$ cat src/rtl/uart_tx.sv
// -----------------------------------------------------------------------------
// uart_tx -- run-time configurable UART transmitter.
//
// Sends one frame per accepted payload: a start bit (0), 6..9 data bits
// LSB first, an optional even/odd parity bit, and 1..3 stop bits (1). All
// frame settings are captured at accept, so inputs may change freely while
// a frame is on the line. A payload offered on the last cycle of the last
// stop bit is accepted back-to-back, and the next start bit follows with no
// idle gap.
//
// Ports
//   clk_i          system clock
//   rst_i          synchronous active-high reset (aborts any frame)
//   en_i           enable; gates acceptance of new frames only
//   baud_rate_i    bit period minus one, in clk_i cycles
//   data_size_i    data bits per frame (6..9; other values mean 8)
//   parity_size_i  1 = parity bit present
//   parity_type_i  0 = even, 1 = odd
//   stop_size_i    stop bits per frame (1..3; 0 means 1)
//   data_i         payload, right-justified, bit 0 sent first
//   valid_i        payload request, held until accepted
//   ready_o        a payload is accepted this cycle if valid_i is high
//   tx_o           serial line, idle high
//   busy_o         a frame is in progress
//   done_o         one-cycle pulse on the final cycle of the last stop bit
// -----------------------------------------------------------------------------
module uart_tx (
  input  logic        clk_i,
  input  logic        rst_i,
  input  logic        en_i,
  input  logic [31:0] baud_rate_i,
  input  logic [3:0]  data_size_i,
  input  logic        parity_size_i,
  input  logic        parity_type_i,
  input  logic [1:0]  stop_size_i,
  input  logic [8:0]  data_i,
  input  logic        valid_i,
  output logic        ready_o,
  output logic        tx_o,
  output logic        busy_o,
  output logic        done_o
);

  typedef enum logic [2:0] {
    S_IDLE,
    S_START,
    S_DATA,
    S_PARITY,
    S_STOP
  } state_e;

  state_e      state_q, state_d;
  logic [31:0] baud_cnt_q, baud_cnt_d;   // cycle within the current bit
  logic [3:0]  bit_cnt_q, bit_cnt_d;     // data-bit or stop-bit index
  logic        tx_q, tx_d;

  // Frame settings captured at accept.
  logic [8:0]  data_q, data_d;
  logic [3:0]  size_q, size_d;
  logic        par_en_q, par_en_d;
  logic        par_bit_q, par_bit_d;
  logic [1:0]  stop_q, stop_d;
  logic [31:0] baud_q, baud_d;

  // Sanitised view of the live inputs, used only at the moment of accept.
  logic [3:0]  size_in;
  logic [1:0]  stop_in;
  logic [8:0]  data_mask;
  logic        par_in;

  logic        bit_end;
  logic        last_stop;
  logic        accept;

  always_comb begin
    size_in   = (data_size_i >= 4'd6 && data_size_i <= 4'd9) ? data_size_i : 4'd8;
    stop_in   = (stop_size_i == 2'd0) ? 2'd1 : stop_size_i;
    data_mask = 9'h1ff >> (4'd9 - size_in);
    par_in    = (^(data_i & data_mask)) ^ parity_type_i;
  end

  // Frame boundary decode. ready_o is forced low during reset so nothing
  // can be accepted on the same edge that clears the state.
  assign bit_end   = (baud_cnt_q == baud_q);
  assign last_stop = (state_q == S_STOP) && bit_end &&
                     (bit_cnt_q == {2'b00, stop_q - 2'd1});
  assign ready_o   = en_i & ~rst_i & ((state_q == S_IDLE) | last_stop);
  assign accept    = valid_i & ready_o;

  // NOTE: every always_comb output gets a default first, so no path can
  // leave one unassigned and infer a latch.
  always_comb begin
    state_d    = state_q;
    bit_cnt_d  = bit_cnt_q;
    baud_cnt_d = bit_end ? 32'd0 : baud_cnt_q + 32'd1;
    data_d     = data_q;
    size_d     = size_q;
    par_en_d   = par_en_q;
    par_bit_d  = par_bit_q;
    stop_d     = stop_q;
    baud_d     = baud_q;

    case (state_q)
      S_IDLE: begin
        baud_cnt_d = 32'd0;
        if (accept) state_d = S_START;
      end
      S_START: begin
        if (bit_end) begin
          state_d   = S_DATA;
          bit_cnt_d = 4'd0;
        end
      end
      S_DATA: begin
        if (bit_end) begin
          if (bit_cnt_q == size_q - 4'd1) begin
            state_d   = par_en_q ? S_PARITY : S_STOP;
            bit_cnt_d = 4'd0;
          end else begin
            bit_cnt_d = bit_cnt_q + 4'd1;
          end
        end
      end
      S_PARITY: begin
        if (bit_end) begin
          state_d   = S_STOP;
          bit_cnt_d = 4'd0;
        end
      end
      S_STOP: begin
        if (bit_end) begin
          if (last_stop) begin
            state_d   = accept ? S_START : S_IDLE;
            bit_cnt_d = 4'd0;
          end else begin
            bit_cnt_d = bit_cnt_q + 4'd1;
          end
        end
      end
      default: state_d = S_IDLE;
    endcase

    // Capture is shared by the idle and back-to-back accept paths.
    if (accept) begin
      data_d     = data_i;
      size_d     = size_in;
      par_en_d   = parity_size_i;
      par_bit_d  = par_in;
      stop_d     = stop_in;
      baud_d     = baud_rate_i;
      baud_cnt_d = 32'd0;
      bit_cnt_d  = 4'd0;
    end

    // tx_o is registered: derive it from the state being entered so the
    // line changes on the same edge as the state.
    case (state_d)
      S_START:  tx_d = 1'b0;
      S_DATA:   tx_d = data_d[bit_cnt_d];
      S_PARITY: tx_d = par_bit_d;
      default:  tx_d = 1'b1;
    endcase
  end

  // NOTE: sequential state uses non-blocking assignments only, so every
  // flop samples the pre-edge value of every other flop.
  always_ff @(posedge clk_i) begin
    if (rst_i) begin
      state_q    <= S_IDLE;
      baud_cnt_q <= 32'd0;
      bit_cnt_q  <= 4'd0;
      tx_q       <= 1'b1;
      data_q     <= 9'd0;
      size_q     <= 4'd8;
      par_en_q   <= 1'b0;
      par_bit_q  <= 1'b0;
      stop_q     <= 2'd1;
      baud_q     <= 32'd0;
    end else begin
      state_q    <= state_d;
      baud_cnt_q <= baud_cnt_d;
      bit_cnt_q  <= bit_cnt_d;
      tx_q       <= tx_d;
      data_q     <= data_d;
      size_q     <= size_d;
      par_en_q   <= par_en_d;
      par_bit_q  <= par_bit_d;
      stop_q     <= stop_d;
      baud_q     <= baud_d;
    end
  end

  assign tx_o   = tx_q;
  assign busy_o = (state_q != S_IDLE);
  assign done_o = last_stop & ~rst_i;

endmodule

$ cat config.mk
export PLATFORM = sky130hd
export DESIGN_NAME = uart_tx
export DESIGN_NICKNAME = d
export VERILOG_FILES = /design/src/rtl/uart_tx.sv
export SDC_FILE = /design/constraint.sdc
export NUM_CORES = 1
export LEC_CHECK = 0
export ABC_AREA = 1
export CELL_PAD_IN_SITES_DETAIL_PLACEMENT = 2
export CELL_PAD_IN_SITES_GLOBAL_PLACEMENT = 2
export CORE_ASPECT_RATIO = 0.75
export CORE_MARGIN = 3
export CORE_UTILIZATION = 29
export CTS_BUF_LIST = sky130_fd_sc_hd__clkbuf_4 sky130_fd_sc_hd__clkbuf_8
export CTS_CLUSTER_SIZE = 40
export DETAILED_ROUTE_END_ITERATION = 7
export PLACE_DENSITY = 0.81
export SYNTH_ARGS = -nofsm -noshare
export SYNTH_HDL_FRONTEND = slang
export SYNTH_SLANG_ARGS = --single-unit
$ cat constraint.sdc
create_clock -name clk_i -period 2.4 [get_ports clk_i]
set_clock_uncertainty 0.1 [all_clocks]
set_input_delay 0.48 -clock clk_i [delete_from_list [all_inputs] [get_ports clk_i]]
set_output_delay 0.48 -clock clk_i [all_outputs]
set_load 0.05 [all_outputs]
==> impl_metrics.yaml <==
routing:
  viasPerCell: 5.67
  firstDrtPassIters: 5
  drt_iter0_drc: 574
  vias: 6471
  finalWirelength_mm: 34.7
  final_antenna_net_count: 0
  wire_per_inst_um: 30.4
  remaining_drc_errors: 0
final_layout:
  fillers: 1775
  area_delta_synth_final_pct: 66.1
  layout.cells.non_filler: 1141
  drive_above_1_share_pct: 46.3
  antenna-diode-count: 0
  layout_commonest_cell: "nand2_1"
  final_nets: 985
  most-common-layout-cells: "168 x nand2_1, 119 x buf_4, 62 x nand2_2, 60 x inv_1, 50 x clkdlybuf4s50_1"
status:
  violations: "negative setup slack"
  status: "complete, but fails checks"
critical_path:
  end_kind: "flop"
  crit_end: "tx_o"
  rr_worst_depth: 21
  crit_arrival_ns: 3.11
  startpoint_type: "flop"
  path_max_fanout: 5
  reg2reg_from: "size_q[0]"
  required_ns: 2.69
  rrSetupSlack_ns: -0.42
  crit-reg2reg-capture: "tx_o"
  crit_start: "size_q[0]"
  path_class: "flop to flop"
cts:
  h-tree-depth: 3
  clk_pin_slew_ns: 0.12
  clock-sinks: 89
  ctsLongestPathBuffers: 2
  numCtsBuffers: 9
  cts_tree: "yes"
  root_buffer: "clkbuf_8"
  clk_latency_ns: 0.45
yosys:
  ys_types: 36
  synthesis.area_um2: 4920
  synth_top_flop_cell: "dfxtp_1"
  yosysTopAreaCellShare_pct: 36.2
  synth-async-reset-ratio_pct: 0
  yosysWarnings: 0
  syn-instance-count: 741
  synth_seq_area_share_pct: 36.2
  synth_edf_count: 0
  yosys_register_bits: 89
  syn_avg_cell_area_um2: 6.63
  syn_nets: 800
  synth_area_leaders: "dfxtp_1 36%, nand2_1 18%, inv_1 6.3%, a21oi_1 5.9%, nor2_1 4.3%"
  synth_top_area_cell: "dfxtp_1"
timing:
  period_needed_ns: 2.82
  tns_ns: -6.23
  maxSlewHeadroom_pct: 62.9
  fmax_ghz: 0.355
  drv_slew: 0
  post-route-period-util_pct: 117
  fin_ws_ns: -0.417
  rsz0062_at_grt: "yes"
  setup_viol: 54
  tightest_slew_ns: 0.557
  hold_violations: 0
  whs_ns: 0.398
min_path:
  min_path_type: "flop to flop"
  hold_start: "stop_q[1]"
global_route:
  grt_pass1_wl_mm: 41.2
  grt_pass1_vias: 6682
  grt.total_usage_pct: 29.5
  grt_overflow_total: 0
  grt_max_degree: 40
  antenna_found_initial: 1
pwr:
  power_density_nw_per_um2: 457
  vdd_drop_max_mv: 0.298
  power_uw: 3730
  leakagePower_uw: 0.00344
die:
  fp.dieH_um: 119
  coreArea_um2: 16300
  chipWidth_um: 156
  dieArea_um2: 18600
  rows: 40
  ios: 57
  initial_utilization_pct: 30.1
placed_design:
  place_congestion: 0.813
  dp.cells: 1065
  io_buffers: 56
  place_hpwl_mm: 15.3
flow_run:
  maxCapViolCount: 0
cell families after synthesis:
| kind of cell | count (synthesis) | synth area share (%) |
|---|---|---|
| AO/OA/AOI/OAI | 91 | 9.54 |
| flip-flops | 89 | 36.2 |
| adder cells (fa/ha/maj) | 6 | 1.53 |
| AND/OR/NAND/NOR | 407 | 37.2 |
| buffers and inverters | 110 | 8.55 |
| XOR/XNOR | 38 | 6.92 |
report_power, final:
group,total (uW),internal (uW),leakage [uW],switching [uW]
Sequential,1560,1510,0.000744,44.2
Combinational,1050,413,0.00261,634
Clock,1130,390,0.0000819,736
routing by layer:
metal | vias to the layer above | share of wire [%] | track usage [%]
met3 | 134 | 5.9 | 5.56
met2 | 334 | 48 | 51.5
met5 | - | 0.049 | 0
met1 | 3283 | 41 | 35.1
li1 | 2718 | - | -
met4 | 2 | 5.4 | 13.0
critical path: stages (launching register included):
cell     delay [ns]
dfxtp_2        0.39
inv_4          0.07
ha_4           0.17
inv_1          0.06
nand2_1        0.07
nand2_1        0.07
nand2_1        0.08
nand2_1        0.18
nor2_2         0.09
nand2_2        0.13
nand2_4        0.09
nand2_1        0.11
nand3_2        0.09
nand2_2        0.13
nand2_2        0.10
nor2_4         0.25
nand2_2        0.09
nand3_1        0.15
nand3_2        0.10
nand3_2        0.10
nand2_1        0.09
nand2_1        0.07
cell type report:
cell class,count,area [um^2],area share (%)
clock inverters,6,45.0,0.552
multi-input cells,542,3680,45.1
repair buffers,197,1850,22.6
inverters,87,347,4.24
well taps,210,263,3.22
flip-flops and latches,89,1850,22.7
clock buffers,10,131,1.61
repair_timing:
| action | in CTS | in global routing |
|---|---|---|
| resized for setup | 128 | 222 |
| pin swaps | 58 | 69 |
| hold buffers | 0 | 0 |
| hold endpoints to repair | 0 | 0 |
| setup endpoints to repair | 43 | 59 |
| buffers inserted | 30 | 25 |
| gates cloned | 0 | 8 |
metrics by stage:
step | setup slack [ns] | area (um^2) | utilization [%]
after floorplan | 0.0186 | 4920 | -
after global placement | -0.456 | 6310 | 38.7
after detailed placement | -0.812 | 6310 | 38.7
after CTS | -0.167 | 7150 | 43.8
after global routing | -0.542 | 8170 | 50.1
final | -0.417 | 8170 | 50.1
synth_stat cells, types with 12 or more instances:
| library cell | instances |
|---|---|
| a21oi_1 | 58 |
| clkbuf_1 | 17 |
| dfxtp_1 | 89 |
| inv_1 | 83 |
| nand2_1 | 240 |
| nand3_1 | 40 |
| nand4_1 | 15 |
| nor2_1 | 56 |
| nor3_1 | 12 |
| o21ai_0 | 26 |
| xnor2_1 | 24 |
| xor2_1 | 13 |
flip-flops by register name, summed over array words and instances, names as in the netlist:
register    cells
baud_q         32
baud_cnt_q     32
bit_cnt_q       4
tx_o            1
data_q          9
size_q          4
par_en_q        1
state_q         3
par_bit_q       1
stop_q          2
worst min path at each step:
stage | endpoint | slack, ns | cells after the start
after floorplan | stop_q[1] | 0.34 | 2
after global placement | baud_q[4] | 0.35 | 2
after detailed placement | baud_q[26] | 0.37 | 2
after CTS | baud_cnt_q[0] | 0.38 | 1
after global routing | baud_cnt_q[0] | 0.41 | 1
final | stop_q[1] | 0.40 | 2
No activity file was read; power rests on OpenSTA's default activity.
